### config.mk
export PLATFORM = sky130hd
export DESIGN_NAME = mc_control_fsm
export DESIGN_NICKNAME = d
export VERILOG_FILES = /design/src/rtl/mc_ctrl_pkg.sv /design/src/rtl/mc_state_decoder.sv /design/src/rtl/mc_control_fsm.sv
export SDC_FILE = /design/constraint.sdc
export NUM_CORES = 1
export LEC_CHECK = 0
export BUFFER_PORTS_ARGS = -buffer_cell sky130_fd_sc_hd__buf_2
export CORE_MARGIN = 2
export CORE_UTILIZATION = 55
export DETAILED_ROUTE_END_ITERATION = 16
export HOLD_SLACK_MARGIN = 0.15
export PLACE_DENSITY = 0.85
export RECOVER_POWER = 50
export SLEW_MARGIN = 20
export SYNTH_ARGS = -nofsm -noshare
export SYNTH_HDL_FRONTEND = slang
export SYNTH_SLANG_ARGS = --single-unit
### constraint.sdc
create_clock -name clk -period 3.35 [get_ports clk]
set_input_delay 0.5025 -clock clk [delete_from_list [all_inputs] [get_ports clk]]
set_output_delay 0.5025 -clock clk [all_outputs]
set_load 0.005 [all_outputs]
### src/rtl/mc_ctrl_pkg.sv
// Shared types and encodings for the multicycle RISC-V control FSM:
// states, opcodes, mux-select encodings and the per-state control vector.
package mc_ctrl_pkg;

  typedef enum logic [3:0] {
    S_FETCH,
    S_DECODE,
    S_MEMADR,
    S_MEMREAD,
    S_MEMWB,
    S_MEMWRITE,
    S_EXECR,
    S_EXECI,
    S_ALUWB,
    S_BRANCH,
    S_JAL,
    S_JALR,
    S_LUI,
    S_AUIPC,
    S_TRAP
  } state_t;

  localparam logic [6:0] OP_LOAD   = 7'b0000011;
  localparam logic [6:0] OP_STORE  = 7'b0100011;
  localparam logic [6:0] OP_RTYPE  = 7'b0110011;
  localparam logic [6:0] OP_ITYPE  = 7'b0010011;
  localparam logic [6:0] OP_BRANCH = 7'b1100011;
  localparam logic [6:0] OP_JAL    = 7'b1101111;
  localparam logic [6:0] OP_JALR   = 7'b1100111;
  localparam logic [6:0] OP_LUI    = 7'b0110111;
  localparam logic [6:0] OP_AUIPC  = 7'b0010111;

  localparam logic [2:0] IMM_I = 3'b000;
  localparam logic [2:0] IMM_S = 3'b001;
  localparam logic [2:0] IMM_B = 3'b010;
  localparam logic [2:0] IMM_J = 3'b011;
  localparam logic [2:0] IMM_U = 3'b100;

  localparam logic [1:0] SRCA_PC    = 2'b00;
  localparam logic [1:0] SRCA_OLDPC = 2'b01;
  localparam logic [1:0] SRCA_RS1   = 2'b10;
  localparam logic [1:0] SRCA_ZERO  = 2'b11;

  localparam logic [1:0] SRCB_RS2  = 2'b00;
  localparam logic [1:0] SRCB_IMM  = 2'b01;
  localparam logic [1:0] SRCB_FOUR = 2'b10;

  localparam logic [1:0] RES_ALUOUT    = 2'b00;
  localparam logic [1:0] RES_DATA      = 2'b01;
  localparam logic [1:0] RES_ALURESULT = 2'b10;

  localparam logic [1:0] ALUOP_ADD   = 2'b00;
  localparam logic [1:0] ALUOP_SUB   = 2'b01;
  localparam logic [1:0] ALUOP_FUNCT = 2'b10;

  // fetch/branch/jump are raw intents; the top qualifies them into pcwrite/irwrite
  typedef struct packed {
    logic       adrsrc;
    logic       memwrite;
    logic       regwrite;
    logic       fetch;
    logic       branch;
    logic       jump;
    logic [1:0] resultsrc;
    logic [1:0] alusrca;
    logic [1:0] alusrcb;
    logic [1:0] aluop;
    logic [2:0] immsrc;
  } ctrl_t;

endpackage

### src/rtl/mc_state_decoder.sv
// Combinational Moore decode of FSM state into the datapath control vector.
module mc_state_decoder
  import mc_ctrl_pkg::*;
(
  input  state_t state,
  input  logic   is_store,
  output ctrl_t  ctrl
);

  always_comb begin
    ctrl = '0;
    case (state)
      S_FETCH: begin
        ctrl.fetch     = 1'b1;
        ctrl.alusrca   = SRCA_PC;
        ctrl.alusrcb   = SRCB_FOUR;
        ctrl.aluop     = ALUOP_ADD;
        ctrl.resultsrc = RES_ALURESULT;
      end
      S_DECODE: begin
        ctrl.alusrca = SRCA_OLDPC;
        ctrl.alusrcb = SRCB_IMM;
        ctrl.immsrc  = IMM_B;
      end
      S_MEMADR: begin
        ctrl.alusrca = SRCA_RS1;
        ctrl.alusrcb = SRCB_IMM;
        ctrl.immsrc  = is_store ? IMM_S : IMM_I;
      end
      S_MEMREAD: begin
        ctrl.resultsrc = RES_ALUOUT;
        ctrl.adrsrc    = 1'b1;
      end
      S_MEMWRITE: begin
        ctrl.adrsrc   = 1'b1;
        ctrl.memwrite = 1'b1;
      end
      S_MEMWB: begin
        ctrl.resultsrc = RES_DATA;
        ctrl.regwrite  = 1'b1;
      end
      S_EXECR: begin
        ctrl.alusrca = SRCA_RS1;
        ctrl.alusrcb = SRCB_RS2;
        ctrl.aluop   = ALUOP_FUNCT;
      end
      S_EXECI: begin
        ctrl.alusrca = SRCA_RS1;
        ctrl.alusrcb = SRCB_IMM;
        ctrl.aluop   = ALUOP_FUNCT;
        ctrl.immsrc  = IMM_I;
      end
      S_ALUWB: begin
        ctrl.resultsrc = RES_ALUOUT;
        ctrl.regwrite  = 1'b1;
      end
      S_BRANCH: begin
        ctrl.branch    = 1'b1;
        ctrl.alusrca   = SRCA_RS1;
        ctrl.alusrcb   = SRCB_RS2;
        ctrl.aluop     = ALUOP_SUB;
        ctrl.resultsrc = RES_ALUOUT;
      end
      S_JAL: begin
        ctrl.jump      = 1'b1;
        ctrl.alusrca   = SRCA_OLDPC;
        ctrl.alusrcb   = SRCB_FOUR;
        ctrl.resultsrc = RES_ALUOUT;
      end
      S_JALR: begin
        ctrl.jump    = 1'b1;
        ctrl.alusrca = SRCA_RS1;
        ctrl.alusrcb = SRCB_IMM;
        ctrl.immsrc  = IMM_I;
      end
      S_LUI: begin
        ctrl.alusrca = SRCA_ZERO;
        ctrl.alusrcb = SRCB_IMM;
        ctrl.immsrc  = IMM_U;
      end
      S_AUIPC: begin
        ctrl.alusrca = SRCA_OLDPC;
        ctrl.alusrcb = SRCB_IMM;
        ctrl.immsrc  = IMM_U;
      end
      default: ctrl = '0;
    endcase
  end

endmodule

### src/rtl/mc_control_fsm.sv
// Multicycle RISC-V control unit: next-state logic, handshake-qualified
// strobes, sticky illegal-opcode flag and retired-instruction counter.
module mc_control_fsm
  import mc_ctrl_pkg::*;
#(
  parameter int MEM_HANDSHAKE = 1,
  parameter int HAS_UPPER     = 1,
  parameter int CNT_W         = 32
) (
  input  logic             clk,
  input  logic             reset,
  input  logic [6:0]       op,
  input  logic [2:0]       funct3,
  input  logic             zero,
  input  logic             mem_ready,
  output logic             pcwrite,
  output logic             adrsrc,
  output logic             irwrite,
  output logic             memwrite,
  output logic             regwrite,
  output logic [1:0]       resultsrc,
  output logic [1:0]       alusrca,
  output logic [1:0]       alusrcb,
  output logic [1:0]       aluop,
  output logic [2:0]       immsrc,
  output logic             illegal,
  output logic [CNT_W-1:0] instret
);

  state_t           state_q, state_next;
  ctrl_t            ctrl;
  logic             illegal_q;
  logic [CNT_W-1:0] instret_q;
  logic             ready, upper_ok, is_store, take_branch, retire;
  logic             unused_funct3;

  assign ready         = (MEM_HANDSHAKE != 0) ? mem_ready : 1'b1;
  assign upper_ok      = (HAS_UPPER != 0);
  assign is_store      = (op == OP_STORE);
  assign take_branch   = zero ^ funct3[0];
  assign unused_funct3 = ^funct3[2:1];

  mc_state_decoder u_dec (
    .state    (state_q),
    .is_store (is_store),
    .ctrl     (ctrl)
  );

  always_comb begin
    state_next = state_q;
    case (state_q)
      S_FETCH:    if (ready) state_next = S_DECODE;
      S_DECODE: begin
        case (op)
          OP_LOAD, OP_STORE: state_next = S_MEMADR;
          OP_RTYPE:          state_next = S_EXECR;
          OP_ITYPE:          state_next = S_EXECI;
          OP_BRANCH:         state_next = S_BRANCH;
          OP_JAL:            state_next = S_JAL;
          OP_JALR:           state_next = upper_ok ? S_JALR  : S_TRAP;
          OP_LUI:            state_next = upper_ok ? S_LUI   : S_TRAP;
          OP_AUIPC:          state_next = upper_ok ? S_AUIPC : S_TRAP;
          default:           state_next = S_TRAP;
        endcase
      end
      S_MEMADR:   state_next = is_store ? S_MEMWRITE : S_MEMREAD;
      S_MEMREAD:  if (ready) state_next = S_MEMWB;
      S_MEMWRITE: if (ready) state_next = S_FETCH;
      S_MEMWB, S_ALUWB, S_BRANCH: state_next = S_FETCH;
      S_EXECR, S_EXECI, S_JAL, S_JALR, S_LUI, S_AUIPC: state_next = S_ALUWB;
      S_TRAP:     state_next = S_TRAP;
      default:    state_next = S_TRAP;
    endcase
  end

  // An instruction retires on the edge that returns the FSM to FETCH
  assign retire = (state_q != S_FETCH) && (state_next == S_FETCH);

  always_ff @(posedge clk or posedge reset) begin
    if (reset) begin
      state_q   <= S_FETCH;
      illegal_q <= 1'b0;
      instret_q <= '0;
    end else begin
      state_q <= state_next;
      if (state_next == S_TRAP) illegal_q <= 1'b1;
      if (retire) instret_q <= instret_q + CNT_W'(1);
    end
  end

  // Write strobes are forced low while reset is held, whatever the state
  assign pcwrite  = ~reset & ((ctrl.fetch & ready) | (ctrl.branch & take_branch) | ctrl.jump);
  assign irwrite  = ~reset & ctrl.fetch & ready;
  assign memwrite = ~reset & ctrl.memwrite;
  assign regwrite = ~reset & ctrl.regwrite;

  assign adrsrc    = ctrl.adrsrc;
  assign resultsrc = ctrl.resultsrc;
  assign alusrca   = ctrl.alusrca;
  assign alusrcb   = ctrl.alusrcb;
  assign aluop     = ctrl.aluop;
  assign immsrc    = ctrl.immsrc;
  assign illegal   = illegal_q;
  assign instret   = instret_q;

endmodule

==> results_dict.tcl, run 1 <==
set metrics [dict create \
    status "finished clean" \
    rsz0062_at_grt "no" \
    drv_slew 0 \
    die_x_um 65.6 \
    cts_inserted_buffers 5 \
    syn_area_per_cell_um2 9.71 \
    root_buffer "clkbuf_8" \
    ys_async_sr_fraction 1.00 \
    final_core_util 0.683 \
    layout_common_cells "buf_2 (49), dfrtp_1 (37), xnor2_1 (32)" \
    final_common_cell "buf_2" \
    syn-num-nets 230 \
    clk_path_buf_depth 2 \
    setup-tns-final_ns 0 \
    grt_max_degree 39 \
    track_usage 0.235 \
    hold_viol 0 \
    seq_area_frac_synth 0.444 \
    vdd_drop_max_mv 0.496 \
    rows 22 \
    via_count 1819 \
    synth_ff_type "dfrtp_1" \
    p_leak_nw 1.16 \
    clk_latency_ns 0.29 \
    yosysTopAreaCellShare 0.444 \
    clock_sinks 37 \
    critPathLaunchType "flop" \
    synth-xor-area-share 0.143 \
    cts_tree "done" \
    hpwl_um 3200 \
    firstDrtPassIters 5 \
    setup_ws_ns 1.06 \
    synth_top_family_by_area "simple AND/OR/NAND/NOR gates" \
    post-route-min-period_ns 2.29 \
    synth_simple_gate_area_share 0.276 \
    worstPathArrival_ns 2.48 \
    synth-seq-cells 37 \
    io_buffers 60 \
    drive_gt1_frac 0.244 \
    cp_data_required_time_ns 3.53 \
    synth_compound_gate_area_share 0.0791 \
    antenna_found_initial 0 \
    grt-ovfl-total 0 \
    gp_congestion 0.833 \
    n_antenna_cell 0 \
    pre_cts_slack_ns 0.963 \
    initialDrtViolationCount 159 \
    met1_usage 0.319 \
    worstSetupEndpointType "flop" \
    io_pins 63 \
    synth_cell_types 39 \
    synthMuxAreaShare 0.0102 \
    synthCells 215 \
    post-route-period-util 0.684 \
    cts_resized 0 \
    fin_cells 323 \
    grt_use_met3 0.0651 \
    clk_pin_slew_worst_paths_ns 0.08 \
    met2_usage 0.372 \
    htree_levels 2 \
    drc 0 \
    start_util 0.570 \
    power_density_mw_per_mm2 669 \
    placed_cells 315 \
    post-cts-setup-buffers 0 \
    maxCapViolations 0 \
    busiest_layer "met2" \
    die_area_mm2 0.00430 \
    grt_pass1_wl_um 7770 \
    drtAntennaViolNets 0 \
    grt_pass1_vias 1656 \
    fin_hold_ws_ns 0.345 \
    wl_um 4440 \
    post_drt_wl_per_cell_um 13.8 \
    fill_cells 290 \
    min_path_type "input port to async pin" \
    slew_headroom 0.451 \
    cts_hold_repair.buffers 0 \
    path_class "flop to flop" \
    die_h_um 65.6 \
    crit_fanout 30 \
    coreArea_mm2 0.00366 \
    via_per_inst 5.63 \
    nets 289 \
    tightest_slew_ns 0.820 \
    fmax_mhz 436 \
    synth_fa_ha_area_frac 0.00600 \
    setup_violations 0 \
    syn_area_mm2 0.00209 \
    synthTopCellsByArea "dfrtp_1 (44%), xnor2_1 (13%), nand4_1 (5.4%), nand3_1 (3.8%), nor2_1 (3.1%)" \
    area_growth_pct 19.8 \
    fin_skew_ns 0.00980 \
    yosysWarnings 0 \
    synth_edf_count 0 \
    synth_top_cell_by_area "dfrtp_1" \
]
## critical path: stages, from the launching register on
cell and delay [ns]:
dfrtp_1 0.71, nand2b_1 0.28, nand2b_1 0.19, a21oi_1 0.12
nor3_4 0.20, buf_4 0.31, nand4_1 0.18, xnor2_1 0.19
## sequential cells by signal (all words and copies together) (netlist names)
signal and cells:
state_q 4, instret 32, illegal 1
## metrics by stage
stage / power, mW / instance area [um2]
after global placement: 1.26 / 2390
after detailed placement: 1.28 / 2390
final: 1.67 / 2500
after CTS: 1.68 / 2510
after global routing: 1.81 / 2500
after floorplan: 1.14 / 2090
## power by group
group | switching (mW) | internal [mW]
sequential | 0.118 | 0.506
clock | 0.159 | 0.242
combinational | 0.372 | 0.275
## logic make-up (layout without fill, tap and decap cells)
group / after synthesis / after routing
AO/OA/AOI/OAI: 20 / 20
AND/OR/NAND/NOR: 106 / 106
multiplexers: 2 / 2
flip-flops: 37 / 37
XOR/XNOR: 34 / 34
buffers and inverters: 15 / 75
adder cells (fa/ha/maj): 1 / 1
## per-layer routing
metal | vias to the layer above | part of all wire
met3 | 6 | 0.071
met4 | 0 | 0.010
li1 | 882 | -
met1 | 856 | 0.44
met5 | - | 0
met2 | 75 | 0.48
## path summary, 6_finish.rpt
check | start | end | slack [ns] | cells past startpoint
setup reg to reg | state_q[1] | instret[23] | 1.06 | 7
setup / recovery | state_q[1] | instret[23] | 1.06 | 7
hold reg to reg | instret[31] | instret[31] | 0.48 | 1
hold / removal | reset | instret[15] | 0.35 | 3
min in group clk | instret[31] | instret[31] | 0.48 | 1
max in group asynchronous | reset | instret[2] | 2.68 | 3
## cell type report
cell class                 instances  area [um2]  share of cell area
clock buffer                       6        82.6              0.0330
clock inverter                     2        37.5              0.0150
inverter                           5        18.8             0.00751
multi-input combinational        163        1070               0.429
sequential                        37         926               0.370
tap                               48        60.1              0.0240
timing repair buffer              62         302               0.121
## cells in the mapped netlist (2+ instances only)
cell type	instances
nand4_1	18
and3_1	10
xnor2_1	32
a21oi_1	3
nor4_1	3
xor2_1	2
nand2b_1	6
nand3_1	16
buf_2	4
inv_1	5
o21ai_0	6
buf_6	3
nor2b_1	4
nand3b_1	3
a21o_1	2
nand2_1	16
nor2_1	17
nor3_1	7
a31oi_1	2
dfrtp_1	37
Note: power is estimated with default switching activity, not from simulation.
==> run 2: changes to the inputs <==
--- a/config.mk
+++ b/config.mk
@@ -7,10 +7,10 @@
 export LEC_CHECK = 0
 export BUFFER_PORTS_ARGS = -buffer_cell sky130_fd_sc_hd__buf_2
 export CORE_MARGIN = 2
-export CORE_UTILIZATION = 55
+export CORE_UTILIZATION = 46
 export DETAILED_ROUTE_END_ITERATION = 16
 export HOLD_SLACK_MARGIN = 0.15
-export PLACE_DENSITY = 0.85
+export PLACE_DENSITY = 0.75
 export RECOVER_POWER = 50
 export SLEW_MARGIN = 20
 export SYNTH_ARGS = -nofsm -noshare
==> constraint.sdc (replaced) <==
create_clock -name clk -period 2.1 [get_ports clk]
set_input_delay 0.315 -clock clk [delete_from_list [all_inputs] [get_ports clk]]
set_output_delay 0.315 -clock clk [all_outputs]
set_load 0.005 [all_outputs]
==> results_dict.tcl, run 2 (synthesis gave the netlist of run 1 again) <==
set metrics [dict create \
    min_path_type "input port to flop" \
    routed-wl-met3_um 262 \
    final_common_cell "buf_2" \
    hold_viol 0 \
    fmax_mhz 509 \
    placed_cells 331 \
    gp_congestion 0.866 \
    die_area_mm2 0.00509 \
    largest_reg_flops 32 \
    via_count 1793 \
    firstDrtPassIters 4 \
    status "finished clean" \
    antenna_found_initial 0 \
    layout_common_cells "buf_2 (50), dfrtp_1 (35), xnor2_1 (32)" \
    power_density_mw_per_mm2 1030 \
    holdPathStages 3 \
    rsz0062_at_grt "no" \
    worstPathArrival_ns 1.65 \
    drt-met1-wl_um 2050 \
    initialDrtViolationCount 137 \
    switching_share 0.401 \
    worstSetupEndpointType "primary output" \
    area_growth_pct 23.0 \
    track_usage 0.186 \
    setup-tns-final_ns 0 \
    p_leak_nw 1.21 \
    crit_path_cell_trace "buf_4 > nor2b_1 > and2_1 > a31oi_1 > o21ai_0 > buf_2" \
    critPathLaunchType "flop" \
    final_area_mm2 0.00257 \
    hpwl_um 3420 \
    grt_pass1_wl_um 7570 \
    wl_um 4500 \
    clk_path_buf_depth 2 \
    htree_levels 2 \
    crit_fanout 14 \
    grt-ovfl-total 0 \
    vdd_drop_max_mv 0.669 \
    reg2regPathDepth 7 \
    p_int_mw 1.58 \
    drtAntennaViolNets 0 \
    fin_skew_ns 0.00590 \
    grt_pass1_vias 1690 \
    io_pins 63 \
    maxCapViolations 0 \
    cp_data_required_time_ns 1.78 \
    post-route-period-util 0.936 \
    place_area_mm2 0.00249 \
    cts_tree "done" \
    grt_max_degree 38 \
    root_buffer "clkbuf_8" \
    power_frac_clock 0.182 \
    slew_headroom 0.407 \
    nets 301 \
    n_antenna_cell 0 \
    post-route-min-period_ns 1.97 \
    power_frac_seq 0.369 \
    pre_cts_slack_ns 0.0369 \
    drive_gt1_frac 0.289 \
    path_class "flop to primary output" \
    drc 0 \
    setup_violations 0 \
    coreArea_mm2 0.00435 \
    dr_wl_met2_um 2140 \
    power.switching_mw 1.06 \
    slowest_delay_ns 0.46 \
    io_buffers 60 \
    cts_inserted_buffers 5 \
    start_util 0.479 \
    slowest_stage "dfrtp_1" \
    clock_sinks 37 \
    tightest_slew_ns 0.890 \
    rows 24 \
    drv_slew 0 \
    post_drt_wl_per_cell_um 13.3 \
    top_layer "met4" \
    p_comb_frac 0.449 \
    clk_latency_ns 0.29 \
    setup_ws_ns 0.135 \
    die_h_um 71.4 \
    fin_cells 339 \
    via_per_inst 5.29 \
    clk_pin_slew_worst_paths_ns 0.07 \
    die_x_um 71.4 \
]
==> run 2: changes by cell type in the layout (fill, tap and decap cells not counted), moves of 2 or more <==
cell	before	now
dfrtp_2	0	2
buf_4	2	13
clkinv_2	0	2
dfrtp_1	37	35
==> run 2: power groups by stage <==
stage / Sequential [mW] / Combinational [mW] / Clock, mW
after floorplan: 0.905 / 0.912 / 0
after global placement: 0.970 / 1.17 / 0
after detailed placement: 0.979 / 1.19 / 0
after CTS: 0.968 / 1.19 / 0.493
after global routing: 0.996 / 1.33 / 0.540
final: 0.975 / 1.18 / 0.481
==> run 2: repair_timing <==
action,CTS,global route
hold buffers,0,0
gates resized for setup,0,3
hold endpoints to repair,0,0
endpoints found under the setup margin,0,25
setup buffers,0,0
==> run 2: layout make-up <==
cell class | instances | area, um2
fill | 382 | 1790
multi-input combinational | 163 | 1080
sequential | 37 | 928
timing repair buffer | 74 | 390
clock buffer | 5 | 68.8
tap | 52 | 65.1
inverter | 5 | 18.8
clock inverter | 3 | 17.5
==> run 2: through the flow <==
stage | hold slack [ns] | util | total power, mW
global route | 0.367 | 0.590 | 2.86
global placement | 0.467 | 0.572 | 2.14
CTS | 0.205 | 0.591 | 2.65
floorplan | 0.446 | - | 1.82
detailed placement | 0.466 | 0.572 | 2.17
finish | 0.351 | 0.590 | 2.64
==> run 2: routing by layer <==
layer	vias up	GRT usage
li1	900	-
met1	846	0.256
met2	43	0.289
met3	4	0.0464
met4	0	0.0650
met5	-	0
==> run 2: worst max-delay path: cells and delay by family (launching register included) <==
family / cells / cell delay [ns]
simple gates: 2 / 0.33
buf+inv: 2 / 0.35
flops: 1 / 0.46
compound gates: 2 / 0.21
==> run 2: final timing paths <==
path	start	to	slack [ns]
setup / recovery	state_q[1]	alusrca[1]	0.13
setup reg to reg	state_q[1]	instret[15]	0.20
hold / removal	mem_ready	state_q[0]	0.35
hold reg to reg	instret[31]	instret[31]	0.48
min in group asynchronous	reset	state_q[3]	0.36
max in group asynchronous	reset	state_q[2]	1.13
